==> src/rtl/fetch_unit.sv <==
// fetch_unit: program counter, one-word instruction prefetch buffer, IR and
// combinational field decode. The sequencing FSM drives the control strobes.
// Optional feature: define FETCH_TIMEOUT_EN to add a memory-timeout watchdog
// that raises a sticky fetch_err; without it fetch_err is tied low and
// outstanding reads wait indefinitely.
module fetch_unit (
    input  logic        clk,
    input  logic        rst_f,
    input  logic        pc_rst,
    input  logic        pc_write,
    input  logic        pc_sel,
    input  logic        br_sel,
    input  logic        ir_load,
    output logic        mem_req,
    output logic [15:0] mem_addr,
    input  logic        mem_ack,
    input  logic [31:0] mem_rdata,
    output logic [3:0]  opcode,
    output logic [3:0]  mm,
    output logic [3:0]  rd,
    output logic [3:0]  rs,
    output logic [3:0]  rt,
    output logic [15:0] imm,
    output logic [15:0] pc_out,
    output logic        stall,
    output logic        fetch_err
);

    typedef enum logic [1:0] {
        IDLE    = 2'd0,
        BUSY    = 2'd1,
        DISCARD = 2'd2,
        FULL    = 2'd3
    } state_t;

    state_t             state_q, state_d;
    logic [15:0]        pc_q, pc_d;
    logic [31:0]        ir_q, ir_d;
    logic [31:0]        buf_q, buf_d;
    logic [15:0]        mem_addr_q, mem_addr_d;
    logic               mem_req_q, mem_req_d;
    logic               flush;
    logic               load_ok;
    logic signed [15:0] imm_s;
`ifdef FETCH_TIMEOUT_EN
    logic [3:0]         cnt_q, cnt_d;
    logic               fetch_err_q, fetch_err_d;
`endif

    // Any PC change makes the prefetched word stale.
    assign flush   = pc_write | pc_rst;
    // IR only accepts a word when one is actually buffered.
    assign load_ok = ir_load && (state_q == FULL);
    assign stall   = ir_load && (state_q != FULL);

    // Next PC: pc_rst beats pc_write beats hold; 16-bit adds wrap modulo 2^16.
    always_comb begin
        imm_s = ir_q[15:0];
        pc_d  = pc_q;
        if (pc_rst) begin
            pc_d = 16'h0000;
        end else if (pc_write) begin
            if (!pc_sel) begin
                pc_d = pc_q + 16'd1;
            end else if (br_sel) begin
                pc_d = ir_q[15:0];
            end else begin
                pc_d = $unsigned($signed(pc_q) + imm_s);
            end
        end
    end

    // Fetch FSM: issue one read per PC value, drop data made stale by a PC change.
    always_comb begin
        state_d    = state_q;
        mem_req_d  = mem_req_q;
        mem_addr_d = mem_addr_q;
        buf_d      = buf_q;
        ir_d       = load_ok ? buf_q : ir_q;
`ifdef FETCH_TIMEOUT_EN
        cnt_d       = cnt_q;
        fetch_err_d = fetch_err_q;
`endif
        case (state_q)
            IDLE: begin
                // A PC change this cycle would make the address stale; wait one more cycle.
                if (!flush) begin
                    state_d    = BUSY;
                    mem_req_d  = 1'b1;
                    mem_addr_d = pc_q;
`ifdef FETCH_TIMEOUT_EN
                    cnt_d      = 4'd0;
`endif
                end
            end
            BUSY: begin
                if (mem_ack) begin
                    mem_req_d = 1'b0;
                    if (flush) begin
                        state_d = IDLE;
                    end else begin
                        buf_d   = mem_rdata;
                        state_d = FULL;
                    end
                end else if (flush) begin
                    // Read must still complete at the old address before refetching.
                    state_d = DISCARD;
`ifdef FETCH_TIMEOUT_EN
                    cnt_d   = 4'd0;
`endif
                end
            end
            DISCARD: begin
                if (mem_ack) begin
                    mem_req_d = 1'b0;
                    state_d   = IDLE;
                end
            end
            FULL: begin
                if (flush) begin
                    state_d = IDLE;
                end
            end
            default: state_d = IDLE;
        endcase
`ifdef FETCH_TIMEOUT_EN
        // Watchdog: count request cycles without ack; the 15th gives up.
        if (mem_req_q && !mem_ack) begin
            if (cnt_q == 4'd14) begin
                cnt_d       = 4'd15;
                fetch_err_d = 1'b1;
                mem_req_d   = 1'b0;
                state_d     = IDLE;
            end else if (!(state_q == BUSY && flush)) begin
                cnt_d = cnt_q + 4'd1;
            end
        end
`endif
    end

    // Control and architectural state registers with synchronous reset.
    always_ff @(posedge clk) begin
        if (rst_f) begin
            state_q    <= IDLE;
            pc_q       <= 16'h0000;
            ir_q       <= 32'h0000_0000;
            mem_req_q  <= 1'b0;
            mem_addr_q <= 16'h0000;
`ifdef FETCH_TIMEOUT_EN
            cnt_q       <= 4'd0;
            fetch_err_q <= 1'b0;
`endif
        end else begin
            state_q    <= state_d;
            pc_q       <= pc_d;
            ir_q       <= ir_d;
            mem_req_q  <= mem_req_d;
            mem_addr_q <= mem_addr_d;
`ifdef FETCH_TIMEOUT_EN
            cnt_q       <= cnt_d;
            fetch_err_q <= fetch_err_d;
`endif
        end
    end

    // Prefetch buffer is pure data; its validity is carried by the FSM state.
    always_ff @(posedge clk) begin
        buf_q <= buf_d;
    end

    assign mem_req  = mem_req_q;
    assign mem_addr = mem_addr_q;
    assign pc_out   = pc_q;
    assign opcode   = ir_q[31:28];
    assign mm       = ir_q[27:24];
    assign rd       = ir_q[23:20];
    assign rs       = ir_q[19:16];
    assign rt       = ir_q[15:12];
    assign imm      = ir_q[15:0];
`ifdef FETCH_TIMEOUT_EN
    assign fetch_err = fetch_err_q;
`else
    assign fetch_err = 1'b0;
`endif

endmodule
==> config.mk <==
export PLATFORM = sky130hd
export DESIGN_NAME = fetch_unit
export DESIGN_NICKNAME = d
export VERILOG_FILES = /design/src/rtl/fetch_unit.sv
export SDC_FILE = /design/constraint.sdc
export NUM_CORES = 1
export LEC_CHECK = 0
export CAP_MARGIN = 20
export CORE_MARGIN = 2
export CORE_UTILIZATION = 25
export CTS_CLUSTER_SIZE = 28
export DETAILED_ROUTE_END_ITERATION = 8
export PLACE_DENSITY = 0.5
export SLEW_MARGIN = 20
export SYNTH_ARGS = -nofsm -noshare
export SYNTH_HDL_FRONTEND = slang
export SYNTH_SLANG_ARGS = --single-unit
==> constraint.sdc <==
create_clock -name clk -period 5.9 [get_ports clk]
set_clock_uncertainty 0.05 [all_clocks]
set_input_delay 1.18 -clock clk [delete_from_list [all_inputs] [get_ports clk]]
set_output_delay 1.18 -clock clk [all_outputs]
set_load 0.1 [all_outputs]
==> results.txt, run 1 <==
Final hold violation count: 0. The critical path is of the input pin to primary output type. Across every metal layer, demand over resource in global routing totals 14.12%. The tools report the starting DRC count in detailed routing as 260.

The part of the cycle the worst path needs works out to 70.54%. The tools report the count of unique library cells instantiated by Yosys as 75. Ranked by total cell area, the synthesized netlist is headed by dfxtp_1 (27%), edfxtp_1 (20%), nand2_1 (9.6%). Clock-pin slew was measured on the worst setup and hold paths at 0.07 ns. In this run the horizontal extent of the chip is 143.9 um. Power spread over the standard cell area amounts to 225.0 nW/um^2. The multi-input combinational cells in the finished layout cover a total of 2390 sq um. For this design the top-level I/O count stands at 111. STA puts the critical path data required time at 4.67 ns. For the final HPWL from detailed placement, the log shows 10.25 mm. The tree built by TritonCTS fans out to 99 sinks.

Total power for the finished layout comes to 1.458 mW. Leaving out filler cells and counting taps, the final layout contains 896. The clock latency at the later pin of the worst-skew pair came out at 0.35 ns.

Summed over all cells, the static leakage comes to 2.148 nW. The mapped netlist covers 4895 sq um. STA classifies the critical path startpoint as an input pin. The logs give 598 for the total nets after synthesis and 880 for the cell count after placement. The tools report the pin count of the biggest net entering global routing as 54. In the synthesized netlist the dominant register cell turns out to be dfxtp_1.

The flow ran to the end, and the final reports show no timing, DRC or antenna violations. The die covers 20710 sq um. The antenna diode count is 0.

Compared with the post-synthesis result, the final layout area differs by 32.41%. Along the worst path, the maximum fanout reaches 3. Ranked by instance count, the synthesized netlist is headed by nand2_1 (125), a21oi_1 (74), dfxtp_1 (67).

Async set-reset flop share out of synthesis: 0%. The first TritonRoute pass finished after 5 iterations. The number of failing setup endpoints in the final timing report came out at 0. STA classifies the critical path endpoint as a primary output. Across the run, the number of max-cap violations was 0. The number of nets in the finished design was 688; the data arrival time of the critical path was 2.93 ns.

The last weighted congestion value of the routability-driven placer is 0.8224, and the number of standard-cell rows in the floorplan is 51. In the routed design, unresolved DRC markers number 0. In this run, CTS created clock tree buffers numbering 9. The run gives 29.34% as the headroom to the max-slew limit.

The synthesized design contains 99 register bits. Cell count after synthesis: 536. Summing all flip-flop and latch instances after layout gives 2302 sq um. The first global-routing pass estimated 22.49 mm of wire. After detailed routing, the average wire length per cell comes to 15.76 um. Setup repair after global routing left no endpoint under its margin.

The average instance area after synthesis works out to 9.132 sq um. In the routed layout, each cell is associated on average with a via count of 4.626. The number of levels the H-tree was split into was 3.

The tightest hold margin was 0.4079 ns. The total of fill cells in the finished design was 1974. The number of global-route vias before repair is 4141, and the top-area cell type share of the netlist area is 27.40%. Cell type contributing the most total cell area after synthesis: dfxtp_1.

The run gives 0 as the number of max-slew violations in the final report. TritonCTS built the clock tree. The number of gates given a new drive strength after cts was 0; the fraction of final layout cells sized beyond drive strength 1 was 8.399%. The core region is 19330 sq um.

The highest attainable clock frequency is 0.2403 GHz, and the transition time of the tightest slew-check pin is 1.060 ns. The number of nets with antenna violations after routing is 0. The longest clock path from root to sink contains 2 buffers. The initial cell density of the core was 25.32%; the via total after detailed routing was 4145. The run gives 47.03% as the portion of the post-synthesis area used by sequential elements. Root buffer selected by CTS: clkbuf_16. The run gives 0 as the count of synthesis-stage warnings from yosys. The final critical path time including I/O delays and setup was 4.162 ns; the worst ir drop on vdd was 0.1268 mV.

The min-delay analysis places its worst path in the category flip-flop to flip-flop. The die is 143.9 um tall. The number of hold buffers added after CTS is 0, and the number of antenna violations at the first check in global routing is 0. Summed over all failing endpoints, the final setup total negative slack is 0 ns. Buffers placed on the I/O ports in this run total 109.

The routed design has 14.12 mm of wire. In this run, synthesis inferred 32 flip-flops with an integrated enable. For this run the aggregate overflow at the end of global routing stands at 0. The number of setup buffers added after CTS is 0. Cell with the most instances after synthesis: nand2_1.
[state kept, by name, indices dropped and copies added (netlist names)]
name / cells
buf_q: 32
ir_q: 32
mem_addr: 16
mem_req: 1
pc_out: 16
state_q: 2
[final timing paths]
path | from | end | slack (ns) | depth (start not counted)
setup reg to reg | pc_out[0] | pc_out[14] | 3.43 | 8
setup / recovery | ir_load | stall | 1.74 | 3
hold / removal | mem_addr[14] | mem_addr[14] | 0.41 | 2
hold reg to reg | mem_addr[14] | mem_addr[14] | 0.41 | 2
[layout by cell type (no fill, tap or decap), drive strengths merged, types with 8 or more instances in the layout]
master	count
nand3	10
o21ai	26
nand4	8
clkbuf	9
dfxtp	67
clkdlybuf4s50	108
inv	15
xnor2	9
nand2	125
ha	21
edfxtp	32
nor2	23
a21oi	78
[worst max-delay path: stages]
cell	delay (ns)
clkdlybuf4s50_1	0.48
nor2b_1	0.13
clkdlybuf4s50_1	1.14
[metal layers]
layer / routed length (um) / global-route usage [%]
met5: 0 / 0
met4: 153 / 4.128
met3: 870 / 4.032
met2: 6582 / 23.18
met1: 6511 / 18.06
[layout make-up]
class                           instances  share of cell area, %
Clock buffer                            9                  3.475
Inverter                               12                 0.6950
Tap cell                              265                  5.116
Sequential cell                        99                  35.52
Clock inverter                          7                  1.216
Multi-Input combinational cell        392                  36.87
Timing Repair Buffer                  112                  17.10
[cells by family after synthesis]
group,count (synthesis),share of synthesized area (%)
other,1,0.07661
buffers and inverters,45,4.167
and+or+nand+nor,202,19.40
AOI/OAI and AO/OA,148,19.71
DFF,99,47.03
muxes,6,1.355
xor gates and xnor gates,13,2.480
adders and majority gates,22,5.777
[power breakdown]
part / internal [mW] / switching (mW) / leakage (nW)
clock: 0.301 / 0.301 / 0.148
combinational: 0.0483 / 0.0880 / 1.17
sequential: 0.712 / 0.00794 / 0.830
total: 1.06 / 0.397 / 2.15
[stage by stage]
step / setup slack [ns] / area [sq um] / utilization [%]
final: 1.738 / 6481 / 33.52
after global routing: 1.672 / 6481 / 33.52
after CTS: 1.725 / 6481 / 33.52
after detailed placement: 1.736 / 6177 / 31.95
after global placement: 1.716 / 6177 / 31.95
after floorplan: 2.156 / 4895 / -
No activity file was read; power rests on OpenSTA's default activity.
==> run 2, diff against run 1 <==
Clock period 5.9 ns to 4.1 ns, I/O delays scaled along.
==> run 2 against run 1 <==
Effect of this change:
- critical path depth is 2 lower
- cell count rose by 0.11%
- sequential power grew 44%
- worst hold slack worse by 0.0027 ns
- largest cell class unchanged
- die area unchanged
- design area increased by 0.17%
- routed wire length barely moved
==> results.txt, run 2 (synthesis gave the netlist of run 1 again) <==
The starting DRC count in detailed routing is 244 (-6.2%). Part of the cycle the worst path needs: 73.66%. The worst path needs 3.020 ns of the cycle, external delays included.

Number of buffers on the longest clock path: 2 (unchanged). Setup repair after global routing left no endpoint under its margin. The clock latency at the later pin of the worst-skew pair is 0.36 ns (about the same). For hold timing, the worst endpoint is mem_addr[6].

Number of antenna violations at the first check in global routing: 0 (unchanged). The tools report the required time at the worst-slack endpoint as 3.23 ns (-1.44 ns). Count of buffer and inverter cells on the critical path: 1 (-1). In this run the critical register-to-register path is captured at pc_out[14].

The logs give 0 (unchanged) for the antenna diode count and 20710 sq um (unchanged) for the floorplan die area. The overall overflow remaining after global route came out at 0 (unchanged). The aggregate negative setup slack is 0 ns (unchanged).

The average wire length per cell after detail routing came out at 15.73 um (-0.13%). The run gives 0 (unchanged) as the number of gates given a new drive strength after cts. Leaving out fill and tap cells, the most frequent cells in the layout are nand2_1 (124), clkdlybuf4s50_1 (107), a21oi_1 (74). The initial cell density of the core is 25.32% (unchanged). The flow ran to the end, and the final reports show no timing, DRC or antenna violations.

The proportion of power drawn by flip-flops and latches is 48.5% (-0.9 points). The largest stage delay on the critical path was 1.21 ns (+0.07 ns). The run gives 36 (-33%) as the pin count of the biggest net entering global routing. The number of vias per cell was 4.662 (+0.78%); the total clock buffers created by CTS was 9 (unchanged). The number of global-route vias before repair is 3965 (-4.3%). Floorplan die height: 143.9 um (unchanged). The tools report the endpoint type of the worst setup path as a primary output. The fraction of power spent switching nets is 26.07% (-1.1 points). The run gives 5 (unchanged) as the detailed-routing iteration count for the pre-antenna-repair pass. TritonCTS built the clock tree. The maximum fanout encountered on the critical timing path works out to 9 (+6).

The fraction of final layout cells sized beyond drive strength 1 was 8.861% (+0.46 points); the signed area change from the synthesized netlist to the final layout was 32.64%. For the highest attainable clock frequency, the log shows 0.3311 GHz. In this run the worst hold path is classified as flip-flop to flip-flop. Combined global-route utilization of all metal layers: 13.91% (-0.22 points). Category of cells accounting for the largest share of critical-path delay: buffers and inverters.

Worst-path cell with the longest stage delay: clkdlybuf4s50_1. The startpoint identified for the worst hold timing path is mem_addr[6]. For the global-route wire length before repair, the log shows 21.95 mm (-2.4%). The total of fill cells in the finished design was 2015 (+2.1%). Final routed wirelength across all metal layers: 14.11 mm (about the same). The tree is rooted in a clkbuf_16. The startpoint-to-endpoint class of the critical path is flip-flop to primary output. The signal on the critical path passes through clkdlybuf4s50_1. Most frequent standard cell in the layout excluding fill and tap cells: nand2_1. The number of stages on the worst setup path was 1 (-2). The net switching power figure came out at 557.1 uW (+40%).

The worst setup path is launched from a flip-flop. For the number of nets in the finished design, the log shows 689 (+0.15%). The depth of the worst register-to-register path came out at 8 (unchanged). The tools report the internal portion of total power as 1.580 mW (+49%).

The tools report the number of nets with antenna violations after routing as 0 (unchanged). The worst ir drop on vdd is 0.1911 mV (+51%), and the transition time of the tightest slew-check pin is 1.009 ns (-0.05044 ns). For the headroom to the max-slew limit, the log shows 32.50% (+3.2 points).

The run gives 0 (unchanged) as the number of max-slew violations in the final report. The number of DRC violations after detailed routing was 0 (unchanged); the clock transition time at the flip-flop clock pins of the worst setup and hold paths was 0.08 ns (about the same). The worst register-to-register path begins at pc_out[0]. The worst-case register-to-register setup slack is 1.58 ns (-1.85 ns), and the combinational power share is 9.2% (about the same).

The largest registers in the layout are buf_q x32, ir_q x32. The number of failing setup endpoints in the final timing report came out at 0 (unchanged). The number of hold buffers added after CTS is 0 (unchanged). The total of max-cap violations is 0 (unchanged), and the placeable core region is 19330 sq um (unchanged). The data arrival time of the critical path is 2.15 ns (-0.78 ns). The via total after detailed routing was 4182 (+0.89%).

For the last weighted congestion value of the routability-driven placer, the log shows 0.8296 (+0.88%). The worst setup slack before clock tree synthesis is 1.127 ns (-0.6093 ns). The run gives 1.080 ns (-0.6579 ns) as the final worst slack. The number of standard-cell rows in the floorplan was 51 (unchanged); the number of levels the H-tree was split into was 3 (unchanged).

The clock share of power is 42.3% (+1.0 points). The count of buffers from port buffering was 109 (unchanged); the post-CTS setup buffer count was 0 (unchanged). The cell depth of the worst hold path came out at 2 (unchanged). The overall die width was 143.9 um (unchanged); the final core area utilization was 33.58% (+0.058 points).

The power per cell area came out at 329.2 nW/um^2 (+46%). The tools report the final HPWL from detailed placement as 10.49 mm (+2.4%). The tools report the final hold violation count as 0 (unchanged). The number of clock sinks was 99 (unchanged); the total leakage power was 2.157 nW (+0.42%). The number of I/O pins is 111 (unchanged).
-- run 2: worst max-delay path by stage --
stage / slack (ns) / end / start
final: 1.08 / pc_out[7] / pc_out[7]
after global routing: 1.02 / pc_out[7] / pc_out[7]
after CTS: 1.05 / pc_out[7] / pc_out[7]
after detailed placement: 1.13 / state_q[0] / pc_write
after global placement: 1.17 / state_q[0] / pc_write
after floorplan: 1.08 / stall / ir_load
-- run 2: area by class of cell --
class	count	area, sq um	share of cell area [%]
clock buffers	9	225.2	3.469
multi-input cells	392	2392	36.85
well taps	265	331.6	5.107
repair buffers	113	1114	17.15
inverters	12	45.04	0.6938
clock inverters	7	82.58	1.272
flip-flops and latches	99	2302	35.46
-- run 2: routing by layer --
metal  part of all wire [%]  up-vias  track usage [%]  routed length (um)
li1                       -     2079                -                   -
met5                      0        -                0                   0
met2                     46      119            22.33                6458
met4                    1.5        0            4.489                 209
met3                    5.5       16            3.865                 773
met1                     47     1968            18.09                6674
-- run 2: worst min-delay path: cells and delay by family (launching register included) --
kind | cells | cell delay, ns
simple gates | 1 | 0.05
flops | 1 | 0.31
compound gates | 1 | 0.05
-- run 2: per-stage QoR --
step           area (sq um)  total power, mW  hold slack [ns]  cells
6_report               6492            2.137           0.4053    897
5_1_grt                6492            2.220           0.4289    897
4_1_cts                6492            2.164           0.4110    897
3_5_place_dp           6185            1.257           0.4000    881
3_3_place_gp           6182            1.253           0.3926    881
2_1_floorplan          4895            1.182           0.4148    536
-- run 2: power groups by stage --
| stage | clock, mW | combinational, mW | sequential (mW) |
|---|---|---|---|
| after floorplan | 0 | 0.0892 | 1.09 |
| after global placement | 0 | 0.194 | 1.06 |
| after detailed placement | 0 | 0.198 | 1.06 |
| after CTS | 0.929 | 0.199 | 1.04 |
| after global routing | 0.969 | 0.213 | 1.04 |
| final | 0.904 | 0.197 | 1.04 |
==> run 3, diff against run 2 <==
Settings changed: PLACE_DENSITY 0.5 to 0.51.
Clock period 4.1 ns to 2.5 ns, I/O delays scaled along.
==> run 3 against run 2 <==
Effect of this change:
- largest cell class unchanged
- clock power grew 86%
- power grew 74%
- sequential share of layout area shrank 0.053 points
- clock-buffer cell count is the same
- combinational power grew 76%
- die area is the same
- worst setup slack lost 0.88 ns
- flip-flop and latch count is the same
- core utilization grew 0.43 points
- critical path type is now flip-flop to flip-flop
- sequential power grew 63%
- worst hold slack gained 0.0021 ns
==> results.txt, run 3 (synthesis gave the netlist of run 1 again) <==
The beginning of the critical path was pc_out[0]. The clock latency at the later pin of the worst-skew pair is 0.36 ns (about the same). Compared with the post-synthesis result, the final layout area differs by 34.36%. The final HPWL from detailed placement was 11.10 mm (+5.8%); the initial cell density of the core was 25.32% (unchanged). The largest individual stage delay along the critical path comes from the cell fa_1. The fraction of power spent switching nets was 24.49% (-1.6 points); the proportion of power drawn by flip-flops and latches was 45.6% (-2.9 points). The total leakage power is 2.447 nW (+13%), and the worst ir drop on vdd is 0.4963 mV (+160%). Grouping stages by cell kind, the critical path spends the most delay in compound AO/OA/AOI/OAI gates. The run gives 4 (-1) as the detailed-routing iteration count for the pre-antenna-repair pass.

The maximum fanout encountered on the critical timing path came out at 9 (unchanged). Number of global-route vias before repair: 4088 (+3.1%). The flow ran to the end, and the final reports show no timing, DRC or antenna violations.

After layout, the minimum clock period comes to 2.296 ns. The starting DRC count in detailed routing came out at 285 (+17%). The number of stages on the worst setup path works out to 8 (+7).

The overall power came out at 3.723 mW (+74%). In this run the critical register-to-register path is captured at pc_out[12]. The critical path is of the flip-flop to flip-flop type. The depth of the worst register-to-register path came out at 8 (unchanged). The count of buffer and inverter cells on the critical path is 0 (-1). The tools report the placement-stage cell area as 6218 sq um (+0.55%). The worst-case register-to-register setup slack is 0.20 ns (-1.38 ns). The total of max-cap violations was 0 (unchanged). The signal on the critical path passes through ha_1 -> fa_1 -> a21oi_1 -> o221ai_2 -> a21oi_2 -> o21bai_4 -> nor4_1 -> o32ai_2. The pin count of the biggest net entering global routing is 36 (unchanged), and the highest attainable clock frequency is 0.4356 GHz. The tools report the number of DRC violations after detailed routing as 0 (unchanged). The run gives 0 (unchanged) as the overall overflow remaining after global route.

The floorplan die height was 143.9 um (unchanged). The floorplan die area came out at 20710 sq um (unchanged). The endpoint type of the worst setup path is a flip-flop. The worst register-to-register path begins at pc_out[0].

For the number of max-slew violations in the final report, the log shows 0 (unchanged). The run gives 0 (unchanged) as the number of antenna violations at the first check in global routing. The largest stage delay on the critical path was 0.41 ns (-0.80 ns); the global-route wire length before repair was 22.51 mm (+2.5%).

The number of nets with antenna violations after routing was 0 (unchanged). The combinational power share is 9.3% (about the same). The run gives 4234 (+1.2%) as the via total after detailed routing. The largest registers in the layout are buf_q x32, ir_q x32. The tools report the final core area utilization as 34.01% (+0.43 points). Setup repair after global routing left no endpoint under its margin. For the last weighted congestion value of the routability-driven placer, the log shows 0.8525 (+2.8%). The cell area after layout came out at 6576 sq um (+1.3%). The fraction of final layout cells sized beyond drive strength 1 was 25.42% (+17 points); the clock transition time at the flip-flop clock pins of the worst setup and hold paths was 0.07 ns (about the same). The final hold violation count was 0 (unchanged). The count of buffers from port buffering is 109 (unchanged), and the number of failing setup endpoints in the final timing report is 0 (unchanged). The worst hold path belongs to the class flip-flop to flip-flop.

The total clock buffers created by CTS was 9 (unchanged); the clock share of power was 45.1% (+2.8 points). Most frequent standard cell in the layout excluding fill and tap cells: nand2_1. The final routed wirelength across all metal layers was 14.49 mm (+2.6%); the number of I/O pins was 111 (unchanged).

The number of levels the H-tree was split into was 3 (unchanged); the part of the cycle the worst path needs was 91.83%. Number of clock sinks: 99 (unchanged). For the required time at the worst-slack endpoint, the log shows 2.69 ns (-0.54 ns). The logs give 2 (unchanged) for the number of buffers on the longest clock path and 64.39% (+32 points) for the headroom to the max-slew limit.

Transition time of the tightest slew-check pin: 0.5328 ns (-0.4766 ns). The logs give 0 (unchanged) for the antenna diode count and 2.49 ns (+0.34 ns) for the data arrival time of the critical path. The number of nets in the finished design came out at 710 (+3.0%). The library cells used most frequently in the layout, excluding fill and tap cells, are nand2_1 (125), buf_4 (93), a21oi_1 (74).

Clock tree synthesis selected as its root buffer the cell clkbuf_16. The number of standard-cell rows in the floorplan was 51 (unchanged); the net switching power figure was 911.7 uW (+64%). The tools report the post-CTS setup buffer count as 0 (unchanged). The tools report the number of gates given a new drive strength after cts as 0 (unchanged). The average wire length per cell after detail routing works out to 15.78 um (+0.29%). Following the worst setup path forward leads to its endpoint at pc_out[12]. The worst setup path is launched from a flip-flop.

The logs give 2.811 mW (+78%) for the internal portion of total power and 19330 sq um (unchanged) for the placeable core region. TritonCTS built the clock tree. The number of hold buffers added after CTS is 0 (unchanged), and the combined global-route utilization of all metal layers is 14.15% (+0.24 points). The number of vias per cell came out at 4.612 (-1.1%). The power per cell area works out to 566.1 nW/um^2 (+72%). The overall die width works out to 143.9 um (unchanged).
## run 3: worst min path at each step
| stage | startpoint | slack, ns | depth (start not counted) | to |
|---|---|---|---|---|
| after floorplan | state_q[1] | 0.41 | 2 | state_q[1] |
| after global placement | mem_addr[6] | 0.39 | 2 | mem_addr[6] |
| after detailed placement | mem_addr[2] | 0.40 | 2 | mem_addr[2] |
| after CTS | mem_addr[2] | 0.41 | 2 | mem_addr[2] |
| after global routing | ir_q[29] | 0.43 | 2 | ir_q[29] |
| final | mem_addr[2] | 0.41 | 2 | mem_addr[2] |
## run 3: per-stage QoR
stage               cells  setup TNS (ns)  worst slack (ns)  hold WS (ns)
finish                918               0            0.2043        0.4074
global placement      902               0            0.2376        0.3948
CTS                   918               0            0.1889        0.4102
detailed placement    902               0            0.2067        0.4003
floorplan             536       -0.008440         -0.008440        0.4148
global route          918               0           0.06379        0.4331
## run 3: tightest hold or removal path: stages (launching register included)
cell and delay, ns:
dfxtp_1 0.31, nand2_1 0.05, a21oi_1 0.05
## run 3: layer usage
layer | up-vias | share of wire (%) | global-route usage, %
met4 | 0 | 1.4 | 3.560
met5 | - | 0 | 0
met2 | 131 | 46 | 22.36
met3 | 15 | 7.2 | 4.399
li1 | 2119 | - | -
met1 | 1969 | 45 | 18.82
## run 3: cell type report
class	instances	area, sq um
fillers	1975	12760
well taps	265	331.6
repair buffers	134	1124
flip-flops and latches	99	2328
clock inverters	7	132.6
inverters	12	45.04
multi-input cells	392	2390
clock buffers	9	225.2
## run 3: power groups by stage
stage	clock network, mW	registers (mW)	logic, mW
after global placement	0	1.73	0.342
after detailed placement	0	1.73	0.348
final	1.68	1.70	0.347
after CTS	1.73	1.70	0.349
after global routing	1.79	1.70	0.373
after floorplan	0	1.79	0.146
